**src/rtl/hazard_ctrl.sv**
```systemverilog
// ---------------------------------------------------------------------------
// hazard_ctrl
//
// Pipeline sequencing controller for a 5-stage RISC core. It drives the load
// enables, holds and flushes of the PC, IF/ID, ID/EX and EX/MEM registers.
// Three kinds of hazard are resolved:
//   * data-memory wait states (mem_busy freezes the whole pipe),
//   * EX-stage redirects (taken branch/jump flushes the younger stages),
//   * load-use dependencies (one bubble inserted into ID/EX).
// When the instruction memory is synchronous (FETCH_LAT=1), the fetch issued
// in the redirect cycle returns a wrong-path word one cycle later, so a
// second ("shadow") IF/ID flush follows every redirect.
//
// Control outputs are combinational from the state register, the internal
// registers and the current inputs. Statistics and the sticky timeout flag
// update on the clock.
//
// Ports
//   clk          in   1       clock, rising edge
//   rst          in   1       synchronous active-high reset
//   id_rs1       in   REG_AW  rs1 of the instruction in ID
//   id_rs2       in   REG_AW  rs2 of the instruction in ID
//   id_use_rs1   in   1       ID instruction reads rs1
//   id_use_rs2   in   1       ID instruction reads rs2
//   ex_rd        in   REG_AW  destination of the instruction in EX
//   ex_mem_read  in   1       EX instruction is a load
//   ex_redirect  in   1       taken branch/jump resolved in EX this cycle
//   mem_busy     in   1       data memory not ready, freeze the pipe
//   pc_write     out  1       PC load enable
//   if_id_write  out  1       IF/ID load enable
//   if_id_flush  out  1       IF/ID loads a NOP
//   id_ex_flush  out  1       ID/EX control fields zeroed (data still loads)
//   id_ex_hold   out  1       ID/EX keeps its contents
//   ex_mem_hold  out  1       EX/MEM keeps its contents
//   stall_count  out  CNT_W   saturating count of freeze/load-use cycles
//   flush_count  out  CNT_W   saturating count of redirect events
//   timeout_err  out  1       sticky, mem_busy lasted TIMEOUT cycles
// ---------------------------------------------------------------------------
module hazard_ctrl #(
    parameter int REG_AW    = 5,
    parameter int CNT_W     = 16,
    parameter int FETCH_LAT = 1,
    parameter int TIMEOUT   = 255
) (
    input  logic              clk,
    input  logic              rst,
    input  logic [REG_AW-1:0] id_rs1,
    input  logic [REG_AW-1:0] id_rs2,
    input  logic              id_use_rs1,
    input  logic              id_use_rs2,
    input  logic [REG_AW-1:0] ex_rd,
    input  logic              ex_mem_read,
    input  logic              ex_redirect,
    input  logic              mem_busy,
    output logic              pc_write,
    output logic              if_id_write,
    output logic              if_id_flush,
    output logic              id_ex_flush,
    output logic              id_ex_hold,
    output logic              ex_mem_hold,
    output logic [CNT_W-1:0]  stall_count,
    output logic [CNT_W-1:0]  flush_count,
    output logic              timeout_err
);

    // busy_cnt only needs to reach TIMEOUT; it saturates there.
    localparam int                BUSY_W     = (TIMEOUT < 2) ? 1 : $clog2(TIMEOUT + 1);
    localparam logic [BUSY_W-1:0] BUSY_LIMIT = BUSY_W'(TIMEOUT);
    localparam logic [CNT_W-1:0]  CNT_MAX    = '1;

    // FREEZE is a condition rather than a state: it leaves state_q untouched.
    typedef enum logic {
        ST_RUN    = 1'b0,
        ST_SHADOW = 1'b1
    } state_t;

    state_t             state_q,       state_d;
    logic [BUSY_W-1:0]  busy_cnt_q,    busy_cnt_d;
    logic [CNT_W-1:0]   stall_count_q, stall_count_d;
    logic [CNT_W-1:0]   flush_count_q, flush_count_d;
    logic               timeout_err_q, timeout_err_d;

    logic load_use;
    logic freeze_act;
    logic redirect_act;
    logic shadow_act;
    logic load_use_act;

    function automatic logic [CNT_W-1:0] cnt_sat_inc(input logic [CNT_W-1:0] v);
        return (v == CNT_MAX) ? v : v + 1'b1;
    endfunction

    function automatic logic [BUSY_W-1:0] busy_sat_inc(input logic [BUSY_W-1:0] v);
        return (v >= BUSY_LIMIT) ? BUSY_LIMIT : v + 1'b1;
    endfunction

    // Hazard detection. x0 is hardwired zero and never creates a dependency.
    always_comb begin
        load_use = ex_mem_read && (ex_rd != '0) &&
                   ((id_use_rs1 && (id_rs1 == ex_rd)) ||
                    (id_use_rs2 && (id_rs2 == ex_rd)));
    end

    // Priority: mem_busy > redirect > shadow > load_use > normal.
    // A load-use coinciding with a redirect is dropped: the ID instruction
    // is on the wrong path and gets flushed instead of stalled.
    always_comb begin
        freeze_act   = mem_busy;
        redirect_act = ex_redirect && !mem_busy;
        shadow_act   = (state_q == ST_SHADOW) && !mem_busy && !ex_redirect;
        load_use_act = load_use && !mem_busy && !ex_redirect && (state_q != ST_SHADOW);
    end

    // Pipeline register controls.
    always_comb begin
        pc_write    = 1'b1;
        if_id_write = 1'b1;
        if_id_flush = 1'b0;
        id_ex_flush = 1'b0;
        id_ex_hold  = 1'b0;
        ex_mem_hold = 1'b0;
        if (freeze_act) begin
            // EX is held, so any pending redirect is re-presented later.
            pc_write    = 1'b0;
            if_id_write = 1'b0;
            id_ex_hold  = 1'b1;
            ex_mem_hold = 1'b1;
        end else if (redirect_act) begin
            if_id_flush = 1'b1;
            id_ex_flush = 1'b1;
        end else if (shadow_act) begin
            // ID already holds the NOP from the redirect cycle; only the
            // late-arriving wrong-path fetch needs squashing.
            if_id_flush = 1'b1;
        end else if (load_use_act) begin
            pc_write    = 1'b0;
            if_id_write = 1'b0;
            id_ex_flush = 1'b1;
        end
    end

    // Next-state, counters and sticky flag.
    always_comb begin
        state_d       = state_q;
        busy_cnt_d    = '0;
        stall_count_d = stall_count_q;
        flush_count_d = flush_count_q;
        timeout_err_d = timeout_err_q;

        if (freeze_act) begin
            busy_cnt_d    = busy_sat_inc(busy_cnt_q);
            stall_count_d = cnt_sat_inc(stall_count_q);
            if (busy_cnt_d == BUSY_LIMIT) begin
                timeout_err_d = 1'b1;
            end
        end else if (redirect_act) begin
            flush_count_d = cnt_sat_inc(flush_count_q);
            // A redirect while in SHADOW keeps us in SHADOW for the new target.
            state_d       = (FETCH_LAT == 1) ? ST_SHADOW : ST_RUN;
        end else if (shadow_act) begin
            state_d       = ST_RUN;
        end else if (load_use_act) begin
            // The load leaves EX next cycle, so the stall never repeats.
            stall_count_d = cnt_sat_inc(stall_count_q);
        end
    end

    always_ff @(posedge clk) begin
        if (rst) begin
            state_q       <= ST_RUN;
            busy_cnt_q    <= '0;
            stall_count_q <= '0;
            flush_count_q <= '0;
            timeout_err_q <= 1'b0;
        end else begin
            state_q       <= state_d;
            busy_cnt_q    <= busy_cnt_d;
            stall_count_q <= stall_count_d;
            flush_count_q <= flush_count_d;
            timeout_err_q <= timeout_err_d;
        end
    end

    assign stall_count = stall_count_q;
    assign flush_count = flush_count_q;
    assign timeout_err = timeout_err_q;

endmodule

```
**config.mk**
```make
export PLATFORM = sky130hd
export DESIGN_NAME = hazard_ctrl
export DESIGN_NICKNAME = d
export VERILOG_FILES = /design/src/rtl/hazard_ctrl.sv
export SDC_FILE = /design/constraint.sdc
export NUM_CORES = 1
export LEC_CHECK = 0
export CAP_MARGIN = 20
export CORE_MARGIN = 3
export CORE_UTILIZATION = 48
export DETAILED_ROUTE_END_ITERATION = 6
export PLACE_DENSITY = 0.92
export RECOVER_POWER = 50
export SLEW_MARGIN = 5
export SYNTH_ARGS = -nofsm -noshare
export SYNTH_HDL_FRONTEND = slang
export SYNTH_SLANG_ARGS = --single-unit
```
**constraint.sdc**
```tcl
create_clock -name clk -period 2.6 [get_ports clk]
set_clock_uncertainty 0.05 [all_clocks]
set_input_delay 0.52 -clock clk [delete_from_list [all_inputs] [get_ports clk]]
set_output_delay 0.52 -clock clk [all_outputs]
set_load 0.005 [all_outputs]
```
Yosys cells after proc, flatten, opt, wreduce, memory -nomap -nowiden
Index checks and enable logic that the tools add are counted.
Word-level totals
  register bits: 42
  output and inout bits: 39
  ROM bits: 0
  bits in writable memories: 0
  latch bits: 0
  input port bits: 22
  memories: 0
Cells by class
  equality and inequality tests: 7
  bitwise operators: 3
  shift operators: 0
  div/mod/pow operators: 0
  order comparisons: 1
  muxes and demuxes: 20
  $add $sub $neg: 3
  multiply operators: 0
  reduce and logical (&&, ||, !) cells: 21
Operators with widths (count)
  $mux W16: 5
  $add A16 B1 Y16 const B: 2
  $eq A16 B16 Y1 const B: 2
  $mux W1: 14
  $eq A5 B5 Y1: 2
  $logic_and A1 B1 Y1: 10
  $add A8 B1 Y8 const B: 1
  $eq A8 B8 Y1 const B: 1
  $ge A8 B8 Y1 const B: 1
  $mux W8: 1
  $reduce_and A3 Y1: 2
  $reduce_bool A5 Y1: 1
  $ne A2 B2 Y1 const B: 2
  $reduce_and A2 Y1: 2
  $reduce_bool A2 Y1: 2
  $not A1 Y1: 3
  $logic_not A1 Y1: 2
  $reduce_or A2 Y1: 1
  $logic_or A1 B1 Y1: 1

Logic depth before layout (Yosys ltp)
  depth after elaboration: 11
  depth in mapped cells: 8

Worst setup path after synthesis
No wires, ideal clock.
  kind: input-to-output
  start: input port ex_rd[0]
  end: output port pc_write
  arrival: 1511 ps
  slack: 519 ps
  stages: 7
  path buffers: 3
  path through: xnor2_1 -> nand4_1 -> o22ai_2 -> a21oi_2 -> clkbuf_8 -> buf_2 -> buf_4
On the way
  longest elaborated chain between the ends: 11
Ends and longest elaborated chain
  from (decl): RTL line 51  | input logic [REG_AW-1:0] ex_rd,
  $eq A5 B5 Y1, on equally long branches: RTL line 100, 101
  $logic_and A1 B1 Y1, on equally long branches: RTL line 100, 101
  $logic_or A1 B1 Y1: RTL line 100  | ((id_use_rs1 && (id_rs1 == ex_rd)) ||
  $logic_and A1 B1 Y1 *: RTL line 99  | load_use = ex_mem_read && (ex_rd != '0) &&
  $logic_and A1 B1 Y1 * (3 in a row): RTL line 111  | load_use_act = load_use && !mem_busy && !ex_redirect && (state_q != ST_SHADOW);
  $mux W1 * (4 in a row)
  to (decl): RTL line 55  | output logic pc_write,
Every way passes the cells marked *; elsewhere a longest branch is shown, timed or not.

Worst setup path in the final report
  start: input port id_rs2[0]
  end: register stall_count_q[5], in the netlist stall_count[5]
On the way
  longest elaborated chain between the ends: 9
Ends and longest elaborated chain
  from (decl): RTL line 48  | input logic [REG_AW-1:0] id_rs2,
  $eq A5 B5 Y1: RTL line 101  | (id_use_rs2 && (id_rs2 == ex_rd)));
  $logic_and A1 B1 Y1: RTL line 101
  $logic_or A1 B1 Y1: RTL line 100
  $logic_and A1 B1 Y1: RTL line 99
  $logic_and A1 B1 Y1 (3 in a row): RTL line 111
  $reduce_bool A2 Y1 (no source line)
  $reduce_and A3 Y1 (no source line)
  to (signal assigned): RTL line 178  | stall_count_q <= stall_count_d;
  to (decl): RTL line 79  | logic [CNT_W-1:0] stall_count_q, stall_count_d;
No other way between the ends.
A chain may end at the register's enable or synchronous reset.

==> reports/results.ini <==
[clocking]
cts_hold_buf=0
clkTransAtPathRegs_ns=0.08
cts.root.buffer_cell=clkbuf_8
cts_buffers=5
cts_max_path_buffers=2
clk_latency_ns=0.29
htreeDepth=2
cts_tree=done
clock_sinks=42

[power]
power.switching_uw=286.9
leakagePower_nw=1.177
powerDensity_nw_per_um2=460.1
p_seq_share_pct=46.3
peakVddDrop_uv=322.2
clkPwrFrac_pct=44.3
design_power_total_mw=1.419
p_comb_share_pct=9.4
swShare_pct=20.22
p_int_mw=1.132

[global_route]
grt_pass1_wl_um=9266
grt.overflow.total=0
grt_use_total_pct=21.17
antenna_found_initial=0
grt_max_degree=29
grt_pass1_vias=2021

[synth]
synthCells=258
synth_area_leaders=dfxtp_1 (37%), a21oi_1 (6.2%), xnor2_1 (6.2%)
ys_ff_latch=42
yosysTopAreaCellShare_pct=37.31
postSynthAreaPerCell_um2=8.734
ys_types=42
ys_seq_area_share_pct=37.31
synth_top_area_cell=dfxtp_1
syn_nets=283
syn_area_um2=2253
synth_warnings=0

[floorplan]
rows=24
core_area_um2=4444
start_util_pct=50.70
dieHeight_um=74.52
die_area_um2=5552
pin_count=61
die_w_um=74.52

[setup_path]
cp.required_ns=2.78
startpoint_type=primary input
critPathArrivalTime_ns=2.70
cp_max_fo=24
slowest_stage=or4_1
path_class=primary input to flop
crit_path_cell_trace=clkdlybuf4s50_1, xnor2_1, nand4_1, o22ai_2, a21oi_2, buf_4, buf_4, buf_6, or4_1, a21oi_2
end_kind=flop
critPathMaxStageDelay_ns=0.55

[detailed_routing]
routed_wl_um=5626
viasPerCell=5.788
vias=2182
wl_per_cell_um=14.92
drcViolationCount=0
dr.first_iter.drc_count=261
final_antenna_net_count=0
dr.pass1.iters=4

[sta]
fin_crit_ns=2.525
slew_violations=0
relSlewSlack_pct=70.12
worst_pin_slew_ns=0.4472
fin_tns_setup_ns=0
setup_viol=0
period_share_pct=97.11
whs_ns=0.4244
rsz0062_at_grt=false
fmax_mhz=396.1
worst_slack_ns=0.07525
hold_viol=0

[run]
maxCapViolations=0

[placement]
hpwl_um=3976
place_congestion=0.8580
portBuffers=60
place_worst_setup_slack_ns=-0.2582

[final_layout]
final_common_cell=dfxtp_1
insertedDiodeCount=0
syn2layout_area_growth_pct=36.87
drive_above_1_share_pct=10.15
num-nets-final=349
fill_cells=336
layout_common_cells=dfxtp_1 (42), dlygate4sd3_1 (28), nor2_1 (27)

[run_status]
status=finished clean

[hold_path]
hold_path_class=flop to flop

[state kept, by name (all words and copies together) (netlist names)]
| signal | flops |
|---|---|
| state_q | 1 |
| flush_count | 16 |
| timeout_err | 1 |
| stall_count | 16 |
| busy_cnt_q | 8 |
[power by group through the flow]
stage | Sequential [mW] | Combinational, mW | Clock (mW)
6_report | 0.657 | 0.133 | 0.629
5_1_grt | 0.659 | 0.147 | 0.663
4_1_cts | 0.657 | 0.135 | 0.641
3_5_place_dp | 0.673 | 0.134 | 0
3_3_place_gp | 0.672 | 0.129 | 0
2_1_floorplan | 0.671 | 0.0652 | 0
[synthesized netlist by cell type (all sizes together)]
library cell   n
nor4b          1
or3b           1
nand3         15
nor4           1
mux2           2
o21ai          5
o41ai          4
nor2b          2
or2            1
nor2          28
and2           1
a311o          1
ha             3
clkbuf         6
inv            6
nand2         16
or4            8
o2111ai        1
and4b          1
xnor2         16
nand4         13
a21oi         29
xor2          10
mux2i          2
dfxtp         42
buf            8
or4b           3
and3           6
o31ai          9
nor3           4
and4           3
or3            5
nand2b         3
o22ai          2
[cell families after synthesis]
group	after synthesis	synth area share (%)
simple gates	112	28.98
buf+inv	20	6.107
compound gates	51	13.94
flops	42	37.31
xor+xnor	26	10.11
mux	4	1.888
fa+ha+maj	3	1.666
[layout make-up]
class                           instances  area (µm²)  area share, %
Clock buffer                            6       82.58          2.677
Tap cell                               52       65.06          2.110
Clock inverter                          2       60.06          1.947
Timing Repair Buffer                   73       703.2          22.80
Sequential cell                        42       840.8          27.26
Multi-Input combinational cell        196        1310          42.47
Inverter                                6       22.52         0.7302
[through the flow]
stage	instances	utilization (%)	instance area [µm²]
6_report	377	69.40	3084
5_1_grt	377	69.40	3084
4_1_cts	377	68.78	3057
3_5_place_dp	367	64.95	2887
3_3_place_gp	367	64.95	2887
2_1_floorplan	258	-	2253
[final timing paths]
check	depth (start not counted)	startpoint	to	slack [ns]
min reg2reg	2	timeout_err	timeout_err	0.42
min	2	timeout_err	timeout_err	0.42
max reg2reg	7	stall_count[3]	stall_count[14]	0.42
max	10	id_rs2[0]	stall_count[5]	0.08
[worst max-delay path: cells and delay by family]
family | cells | cell delay (ns)
and+or+nand+nor | 2 | 0.68
AOI/OAI and AO/OA | 3 | 0.45
xor gates and xnor gates | 1 | 0.13
buffers and inverters | 4 | 0.92
[metal layers]
| layer | vias up | global-route usage [%] | routed length, µm |
|---|---|---|---|
| li1 | 1081 | - | - |
| met1 | 1013 | 27.06 | 2360 |
| met2 | 82 | 36.49 | 2844 |
| met3 | 6 | 4.730 | 361 |
| met4 | 0 | 4.743 | 59 |
| met5 | - | 0 | 0 |
[what timing repair did]
| item | 4_1_cts | 5_1_grt |
|---|---|---|
| pin swaps | 2 | 2 |
| gates resized for setup | 8 | 9 |
| setup endpoints to repair | 3 | 16 |
| buffers inserted | 2 | 0 |
No activity file was read; power rests on OpenSTA's default activity.
